==> src/rtl/icache_pkg.sv <==
// Shared definitions for the direct-mapped, read-only instruction cache.
// Holds the refill FSM state encoding and the default geometry constants
// used by icache_param and icache_line_store.
package icache_pkg;

    typedef enum logic [1:0] {
        st_idle,
        st_refill,
        st_commit
    } state_t;

    localparam int unsigned DEF_ADDR_W     = 32;
    localparam int unsigned DEF_WORD_W     = 32;
    localparam int unsigned DEF_LINE_WORDS = 4;
    localparam int unsigned DEF_NUM_LINES  = 16;
    localparam int unsigned MISS_CNT_W     = 16;

endpackage

==> src/rtl/icache_line_store.sv <==
// Line storage for the instruction cache: data, tag and valid arrays.
// Ports:
//   clk, rst             clock, asynchronous active-high reset (valid bits only)
//   rd_index             lookup index; rd_line/rd_tag/rd_valid read asynchronously
//   wr_en, wr_index,     synchronous line write, also sets the valid bit
//   wr_tag, wr_line
//   clear                clears every valid bit at the next edge (wins over wr_en)
module icache_line_store
    import icache_pkg::*;
#(
    parameter int unsigned TAG_W     = 24,
    parameter int unsigned LINE_W    = 128,
    parameter int unsigned NUM_LINES = DEF_NUM_LINES,
    localparam int unsigned IDX_W    = $clog2(NUM_LINES)
) (
    input  logic              clk,
    input  logic              rst,
    input  logic [IDX_W-1:0]  rd_index,
    output logic [LINE_W-1:0] rd_line,
    output logic [TAG_W-1:0]  rd_tag,
    output logic              rd_valid,
    input  logic              wr_en,
    input  logic [IDX_W-1:0]  wr_index,
    input  logic [TAG_W-1:0]  wr_tag,
    input  logic [LINE_W-1:0] wr_line,
    input  logic              clear
);

    logic [LINE_W-1:0]    data_q [NUM_LINES];
    logic [TAG_W-1:0]     tag_q  [NUM_LINES];
    logic [NUM_LINES-1:0] valid_q;

    // Data and tags are qualified by valid, so they need no reset.
    always_ff @(posedge clk) begin
        if (wr_en) begin
            data_q[wr_index] <= wr_line;
            tag_q[wr_index]  <= wr_tag;
        end
    end

    always_ff @(posedge clk or posedge rst) begin
        if (rst) begin
            valid_q <= '0;
        end else if (clear) begin
            valid_q <= '0;
        end else if (wr_en) begin
            valid_q[wr_index] <= 1'b1;
        end
    end

    assign rd_line  = data_q[rd_index];
    assign rd_tag   = tag_q[rd_index];
    assign rd_valid = valid_q[rd_index];

endmodule

==> src/rtl/icache_param.sv <==
// Direct-mapped, read-only instruction cache with single-line refill.
// Ports:
//   clk, rst              clock, asynchronous active-high reset
//   cpu_req, address      fetch request and byte address (bits [1:0] ignored)
//   flush                 single-cycle invalidate-all pulse
//   instruction, hit      fetched word, valid in the cycle hit=1 (combinational)
//   stall                 CPU must hold address/cpu_req
//   mem_req, mem_addr     line refill request, line-aligned address
//   mem_ready, dataline   refill completion and line data (word 0 in LSBs)
//   miss_count            saturating count of refills started
module icache_param
    import icache_pkg::*;
#(
    parameter int unsigned ADDR_W     = DEF_ADDR_W,
    parameter int unsigned WORD_W     = DEF_WORD_W,
    parameter int unsigned LINE_WORDS = DEF_LINE_WORDS,
    parameter int unsigned NUM_LINES  = DEF_NUM_LINES,
    localparam int unsigned LINE_W    = WORD_W * LINE_WORDS
) (
    input  logic                  clk,
    input  logic                  rst,
    input  logic                  cpu_req,
    input  logic [ADDR_W-1:0]     address,
    input  logic                  flush,
    output logic [WORD_W-1:0]     instruction,
    output logic                  hit,
    output logic                  stall,
    output logic                  mem_req,
    output logic [ADDR_W-1:0]     mem_addr,
    input  logic                  mem_ready,
    input  logic [LINE_W-1:0]     dataline,
    output logic [MISS_CNT_W-1:0] miss_count
);

    localparam int unsigned OFF_W = $clog2(LINE_WORDS);
    localparam int unsigned IDX_W = $clog2(NUM_LINES);
    localparam int unsigned TAG_W = ADDR_W - IDX_W - OFF_W - 2;

    state_t state_q, state_d;
    logic   flush_pend_q, flush_pend_d;
    logic [MISS_CNT_W-1:0] miss_count_q, miss_count_d;
    logic [TAG_W-1:0] fill_tag_q;
    logic [IDX_W-1:0] fill_idx_q;

    logic [OFF_W-1:0]  addr_off;
    logic [IDX_W-1:0]  addr_idx;
    logic [TAG_W-1:0]  addr_tag;
    logic [LINE_W-1:0] rd_line;
    logic [TAG_W-1:0]  rd_tag;
    logic              rd_valid;
    logic              lookup_hit;
    logic              miss_start;
    logic              fill_en;
    logic              clear_all;

    assign addr_off = address[OFF_W+1:2];
    assign addr_idx = address[OFF_W+2 +: IDX_W];
    assign addr_tag = address[ADDR_W-1 -: TAG_W];

    assign lookup_hit = cpu_req & rd_valid & (rd_tag == addr_tag) & ~flush;
    assign miss_start = (state_q == st_idle) & cpu_req & ~lookup_hit & ~flush;
    assign fill_en    = (state_q == st_refill) & mem_ready;
    // A flush seen during REFILL/COMMIT is applied on the COMMIT->IDLE edge so
    // the line just filled is dropped too.
    assign clear_all  = ((state_q == st_idle) & flush) |
                        ((state_q == st_commit) & (flush_pend_q | flush));

    icache_line_store #(
        .TAG_W     (TAG_W),
        .LINE_W    (LINE_W),
        .NUM_LINES (NUM_LINES)
    ) u_store (
        .clk      (clk),
        .rst      (rst),
        .rd_index (addr_idx),
        .rd_line  (rd_line),
        .rd_tag   (rd_tag),
        .rd_valid (rd_valid),
        .wr_en    (fill_en),
        .wr_index (fill_idx_q),
        .wr_tag   (fill_tag_q),
        .wr_line  (dataline),
        .clear    (clear_all)
    );

    // State register
    always_ff @(posedge clk or posedge rst) begin
        if (rst) begin
            state_q      <= st_idle;
            flush_pend_q <= 1'b0;
            miss_count_q <= '0;
        end else begin
            state_q      <= state_d;
            flush_pend_q <= flush_pend_d;
            miss_count_q <= miss_count_d;
        end
    end

    always_ff @(posedge clk) begin
        if (miss_start) begin
            fill_tag_q <= addr_tag;
            fill_idx_q <= addr_idx;
        end
    end

    // Next-state logic
    always_comb begin
        state_d      = state_q;
        flush_pend_d = flush_pend_q;
        miss_count_d = miss_count_q;
        unique case (state_q)
            st_idle: begin
                if (miss_start) begin
                    state_d = st_refill;
                    if (miss_count_q != '1) begin
                        miss_count_d = miss_count_q + 1'b1;
                    end
                end
            end
            st_refill: begin
                if (flush) begin
                    flush_pend_d = 1'b1;
                end
                if (mem_ready) begin
                    state_d = st_commit;
                end
            end
            st_commit: begin
                flush_pend_d = 1'b0;
                state_d      = st_idle;
            end
            default: state_d = st_idle;
        endcase
    end

    // Outputs
    always_comb begin
        hit         = (state_q == st_idle) & lookup_hit;
        stall       = (cpu_req & ~hit) | (state_q != st_idle);
        mem_req     = (state_q == st_refill);
        mem_addr    = {fill_tag_q, fill_idx_q, {(OFF_W + 2){1'b0}}};
        instruction = rd_line[addr_off * WORD_W +: WORD_W];
        miss_count  = miss_count_q;
    end

endmodule

==> config.mk <==
export PLATFORM = sky130hd
export DESIGN_NAME = icache_param
export DESIGN_NICKNAME = d
export VERILOG_FILES = /design/src/rtl/icache_pkg.sv /design/src/rtl/icache_line_store.sv /design/src/rtl/icache_param.sv
export SDC_FILE = /design/constraint.sdc
export NUM_CORES = 2
export LEC_CHECK = 0
export ABC_AREA = 1
export BUFFER_PORTS_ARGS = -buffer_cell sky130_fd_sc_hd__buf_4
export CAP_MARGIN = 15
export CORE_MARGIN = 8
export CORE_UTILIZATION = 40
export CTS_CLUSTER_SIZE = 20
export DETAILED_ROUTE_END_ITERATION = 10
export PLACE_DENSITY = 0.55
export SETUP_SLACK_MARGIN = 0.4
export SYNTH_ARGS = -nofsm -noshare
export SYNTH_HDL_FRONTEND = slang
export SYNTH_HIERARCHICAL = 1
export SYNTH_SLANG_ARGS = --single-unit
==> constraint.sdc <==
create_clock -name clk -period 16.46 [get_ports clk]
set_clock_uncertainty 0.2 [all_clocks]
set_input_delay 3.292 -clock clk [delete_from_list [all_inputs] [get_ports clk]]
set_output_delay 3.292 -clock clk [all_outputs]
set_load 0.1 [all_outputs]
[Word-level counts from Yosys, hierarchy flattened]
Memory sizes are Yosys's and may differ from the RTL's.
Cells that the tools add are included.
Widths: inputs -> output; s select.
Operators by class
  add/sub/neg operators: 1
  multiply operators: 0
  divide/modulo/power cells: 0
  magnitude comparators: 3
  equality and inequality tests: 7
  shift operators: 1
  mux-type cells: 13
  bitwise gates (word level): 18
  reductions and logical operators: 8
Operators by type and width (number)
  $shiftx 128x8->32: 1
  $mux 16: 2
  $eq 24x24->1: 1
  $add 16x1->16 const B: 1
  $ne 16x16->1 const B: 1
  $or 16x16->16: 1
  $and 1x1->1: 11
  $lt 4x5->1 const B: 2
  $reduce_bool 2->1: 3
  $mux 1: 5
  $bmux 1 s4: 1
  $demux 1 s4: 1
  $ge 4x1->1 const B: 1
  $mux 2: 2
  $ne 2x2->1 const B: 2
  $pmux 2 s2: 1
  $reduce_and 2->1: 2
  $not 1->1: 3
  $or 1x1->1: 3
  $reduce_and 3->1: 1
  $eq 2x1->1 const B: 1
  $eq 2x2->1 const B: 1
  $logic_not 2->1: 1
  $ne 2x1->1 const B: 1
  2 further kinds: 2
Word-level totals
  flip-flop bits (word level): 63
  bits in latches: 0
  RAM bits: 2432
  bits in read-only memories: 0
  input port bits: 165
  word-level logic and storage cells: 59
  memories: 2
Memories
  u_store.data_q: words 16, width 128, rd ports 1, clocked after memory_dff 0, write ports 1, RTL line icache_line_store.sv:29  | logic [LINE_W-1:0] data_q [NUM_LINES];
  u_store.tag_q: words 16, width 24, rd ports 1, clocked after memory_dff 0, write ports 1, RTL line icache_line_store.sv:30  | logic [TAG_W-1:0] tag_q [NUM_LINES];

[Depth between registers and ports, before layout]
  word-level depth: 10
  mapped depth: 22
  depth with buffers taken out: 17

[Modules after synthesis]
Netlist, hierarchy kept.
By module, submodules not included
  icache_line_store: instances 1, cells each 9022, area each 101192.1 um^2
  icache_param: instances 1, cells each 502, area each 3458.3 um^2

[Worst setup path after synthesis]
OpenSTA, ideal clock, no wires.
  path type: input -> register
  start point: input port mem_ready
  end point: memory u_store.data_q[10][0], enable pin
  setup time: 0.667 ns
  arrival time: 10.211 ns
  required time: 15.593 ns
  path slack: 5.382 ns
  cell stages on the path: 6
  buffers on the path: 0
  cell sequence: inv_1 nor2_1 inv_1 nor3_1 inv_1 nor2_1
Between the ends
  cells in the longest elaborated chain, start to end: 3
RTL lines
  start: declaration: RTL line icache_param.sv:30  | input logic mem_ready,
  $and 1x1->1: RTL line icache_param.sv:62  | assign fill_en = (state_q == st_refill) & mem_ready;
  via fill_en: RTL line icache_param.sv:53  | logic fill_en;
  $mux 1: RTL line icache_line_store.sv:35  | if (wr_en) begin
  $mux 1 (implied by the code): RTL line icache_line_store.sv:36  | data_q[wr_index] <= wr_line;
  end: declaration: RTL line icache_line_store.sv:29
The timed path passes the listed nets, and every way through them passes these cells.

[Worst setup path in the final report]
  start point: input port address[4]
  end point: output port instruction[2]
Between the ends
  cells in the longest elaborated chain, start to end: 2
RTL lines
  start: declaration: RTL line icache_param.sv:23  | input logic [ADDR_W-1:0] address,
  $mem_v2 16x128
  via rd_line[98]: RTL line icache_param.sv:48  | logic [LINE_W-1:0] rd_line;
  $shiftx 128x8->32: RTL line icache_param.sv:142  | instruction = rd_line[addr_off * WORD_W +: WORD_W];
  end: declaration: RTL line icache_param.sv:25  | output logic [WORD_W-1:0] instruction,
The timed path passes the listed nets, and every way through them passes these cells.

==> results.yml <==
global_routing:
  globalRouteTotalUtil_pct: 21.4
  gr-usage-met3_pct: 3.33
  grt_use_met2_pct: 35.5
  largest_net_degree_at_the_start_of_global_routing: 204
  number_of_antenna_violations_at_the_first_check_in_global_routing: 55
  gr-usage-met1_pct: 28.3
  wire_length_of_the_first_global_routing_pass_microns: 445000
  via_count_of_the_first_global_routing_pass: 65204
  globalRouteOverflowTotal: 0
  grt_busiest_layer: "met2"
power_and_ir_drop:
  p_leak_nw: 46.4
  power.density_cell_area_nw_per_um2: 119
  vdd_drop_max_mv: 0.111
  power.share.clock_pct: 42.5
  post-layout-total-power_mw: 14.0
  switching_power_mw: 3.25
  seq_power_share_pct: 50.3
  share_comb_of_total_power_pct: 7.2
  p_int_mw: 10.8
  power_switching_share_pct: 23.2
clock_network:
  clock_path_buffers: 4
  ctsHoldBuffers: 0
  root_buffer: "sky130_fd_sc_hd__clkbuf_16"
  clkSinkCount: 2495
  cts-htree-levels: 5
  post_cts.repair.setup_buffers: 0
  cts_tree: "yes"
  tritoncts.num_buffers: 289
  ctsResizeCount: 0
  clkSlewWorstSetupHoldPaths_ns: 0.06
  clk_latency_ns: 0.91
worst_setup_path:
  r2r_cells: 9
  worst_r2r_startpoint: "state_q[1]"
  critical_path.n_buffers_inverters: 5
  cp.depth: 13
  worst-path-max-fanout: 99
  reg2reg_setup_slack_ns: 11.60
  worst_path_max_delay_cell: "sky130_fd_sc_hd__buf_4"
  worst_path_largest_cell_delay_ns: 0.92
  crit-reg2reg-capture: "u_store/data_q[10][90]"
  start_kind: "input pin"
  arrival_ns: 8.66
  worst_setup_path_end_kind: "output port"
  worstPathCellList: "buf_8 -> buf_4 -> buf_4 -> buf_4 -> nand2_1 -> nand3_1 -> nand3_1 -> nand2_1 -> nand2_1 -> nand2_1 -> nor2_1 -> o22ai_1 -> buf_4"
  cell_family_with_the_largest_share_of_critical_path_delay: "buffers and inverters"
  crit_path_end: "instruction[2]"
  required_arrival_time_at_the_worst_endpoint_ns: 12.97
  startpoint: "address[4]"
  timing.setup.critical_path_class: "in2out"
timing:
  relSlewSlack_pct: 23.9
  max_slew_violations: 0
  timing.final.crit_share_pct: 73.8
  report.final.hold_viol_count: 0
  setup_tns_ns: 0
  rsz0062_at_grt: "no"
  fin_crit_ns: 12.15
  setup_violations: 0
  worst-slew-pin-transition_ns: 1.14
  fmaxAchievable_mhz: 82.3
die:
  starting_utilization_of_the_core_area_pct: 40.3
  placeableCoreArea_sq_um: 260000
  rows: 187
  die_height_microns: 527
  floorplan.io_pins: 248
  die-area_sq_um: 278000
  chipWidth_microns: 527
flow_run:
  maxCapViolCount: 0
routing:
  via_per_inst: 5.17
  dr_total_vias: 68938
  first_iter_violations: 6292
  route.detailed.drc: 0
  drt_pass_1_iters: 7
  antenna_violating_nets_post_route: 0
  finalWirelength_microns: 307000
  mean_routed_wirelength_per_cell_microns: 23.0
place:
  dp.final_hpwl_microns: 154000
  portBuffers: 241
  gpl.final_weighted_congestion: 0.834
synthesis:
  synth-edff-count: 2460
  synth-async-reset-ratio_pct: 1.40
  ys_seq_area_share_pct: 71.4
  post_synth_design_cell_area_sq_um: 105000
  synth-seq-cells: 2495
  dominantRegCellSynth: "sky130_fd_sc_hd__edfxtp_1"
  post_synth.cell_area_avg_sq_um: 11.0
  ys_types: 33
  yosysWarningCount: 6
  syn_inst: 9524
finish:
  seqCellArea_sq_um: 74700
  multi_input_area_sq_um: 23600
  layout-drive-gt1-share_pct: 7.56
  fillers: 23706
  area_growth_pct: 12.5
  num-nets-final: 9790
hold_path:
  min_path_type: "reg2reg"
  min_delay_path_depth: 2
  min-delay-start: "u_store/valid_q[13]"
status:
  status: "finished clean"
[synthesized netlist by cell type, types with 2 or more instances]
master / number / share of area (%)
sky130_fd_sc_hd__or2_2: 7 / 0.042
sky130_fd_sc_hd__xor2_1: 15 / 0.13
sky130_fd_sc_hd__nand4_1: 21 / 0.13
sky130_fd_sc_hd__o22ai_1: 32 / 0.19
sky130_fd_sc_hd__nand2_2: 2 / 0.012
sky130_fd_sc_hd__nand2_1: 3539 / 13
sky130_fd_sc_hd__clkbuf_1: 132 / 0.47
sky130_fd_sc_hd__o21ai_0: 46 / 0.22
sky130_fd_sc_hd__nor3_1: 12 / 0.057
sky130_fd_sc_hd__buf_2: 228 / 1.1
sky130_fd_sc_hd__nor2_1: 128 / 0.46
sky130_fd_sc_hd__edfxtp_1: 2460 / 71
sky130_fd_sc_hd__inv_2: 5 / 0.018
sky130_fd_sc_hd__buf_1: 56 / 0.20
sky130_fd_sc_hd__xnor2_1: 4 / 0.033
sky130_fd_sc_hd__nand3_2: 3 / 0.029
sky130_fd_sc_hd__inv_1: 899 / 3.2
sky130_fd_sc_hd__nand3_1: 1741 / 8.3
sky130_fd_sc_hd__buf_4: 74 / 0.53
sky130_fd_sc_hd__nor2_2: 3 / 0.018
sky130_fd_sc_hd__dfrtp_1: 35 / 0.84
sky130_fd_sc_hd__o21ai_1: 20 / 0.096
sky130_fd_sc_hd__a21oi_1: 8 / 0.038
sky130_fd_sc_hd__buf_6: 45 / 0.48
[sequential cells by signal, summed over array words and instances, names as in the netlist]
| name | count |
|---|---|
| fill_idx_q | 4 |
| miss_count | 16 |
| u_store/tag_q | 384 |
| u_store/valid_q | 16 |
| fill_tag_q | 24 |
| u_store/data_q | 2048 |
| state_q | 2 |
| flush_pend_q | 1 |
[worst register-to-register path: stages, from the launching register on]
cell                      delay [ns]
sky130_fd_sc_hd__dfrtp_1        0.39
sky130_fd_sc_hd__inv_1          0.07
sky130_fd_sc_hd__nand2_1        0.11
sky130_fd_sc_hd__nor2_1         0.39
sky130_fd_sc_hd__inv_1          0.16
sky130_fd_sc_hd__nor3_1         0.25
sky130_fd_sc_hd__inv_1          0.16
sky130_fd_sc_hd__nor2_4         0.79
sky130_fd_sc_hd__buf_4          0.88
sky130_fd_sc_hd__buf_4          0.94
[power by group through the flow]
stage                     logic [mW]  registers (mW)  clock network (mW)
after floorplan                0.568            7.25                   0
after global placement          1.00            7.18                   0
after detailed placement        1.01            7.19                   0
after CTS                       1.01            7.05                6.07
after global routing            1.09            7.06                6.31
final                           1.01            7.05                5.96
[layout make-up]
type                       instances  area share [%]
antenna                           23          0.0489
clock buffer                     360            6.51
clock inverter                   112           0.789
inverter                         906            2.99
multi-input combinational       5590            20.1
sequential                      2495            63.5
tap                             3496            3.72
timing repair buffer             342            2.35
[cell usage in the layout (no fill, tap or decap), drive strengths merged]
master    count
ha            1
diode        23
nand2      3541
clkinv       91
clkinvlp      1
or2           7
xor2         15
edfxtp     2460
o21ai        66
nor3b         1
xnor2         4
nand3      1744
buf         342
nor3         12
o22ai        32
nor2        132
a21oi         8
dfrtp        35
clkbuf      360
conb          4
bufinv       16
nand4        22
nand3b        1
inv         910
[how the worst min path moves through the flow]
stage                                      to  slack [ns]
after floorplan            u_store/valid_q[5]        0.27
after global placement    u_store/valid_q[11]        0.28
after detailed placement   u_store/valid_q[9]        0.29
after CTS                  u_store/valid_q[9]        0.30
after global routing       u_store/valid_q[9]        0.32
final                     u_store/valid_q[13]        0.30
[metrics by stage]
step / hold WS [ns] / util, % / instances / worst slack (ns) / cell area, sq um
floorplan: 0.266 / - / 9527 / 5.38 / 105000
global placement: 0.278 / 41.9 / 12829 / 4.39 / 109000
detailed placement: 0.288 / 41.9 / 12829 / 4.41 / 109000
CTS: 0.301 / 45.3 / 13301 / 4.39 / 118000
global route: 0.317 / 45.3 / 13313 / 3.99 / 118000
finish: 0.297 / 45.3 / 13324 / 4.31 / 118000
[cells by family (layout without fill, tap and decap cells)]
family                     count (synthesis)  count (layout)  share of synthesized area (%)
adders and majority gates                  1               1                         0.0120
DFF                                     2495            2495                           71.4
AOI/OAI and AO/OA                        106             106                          0.545
other                                      1              27                        0.00358
xor gates and xnor gates                  19              19                          0.159
buffers and inverters                   1442            1720                           6.05
and+or+nand+nor                         5460            5460                           21.8
[per-layer routing]
layer / vias to the layer above / share of wire (%)
li1: 32080 / -
met1: 34002 / 42
met2: 2276 / 48
met3: 566 / 6.2
met4: 14 / 4.0
met5: - / 0.029
(Power assumes the default switching activity.)
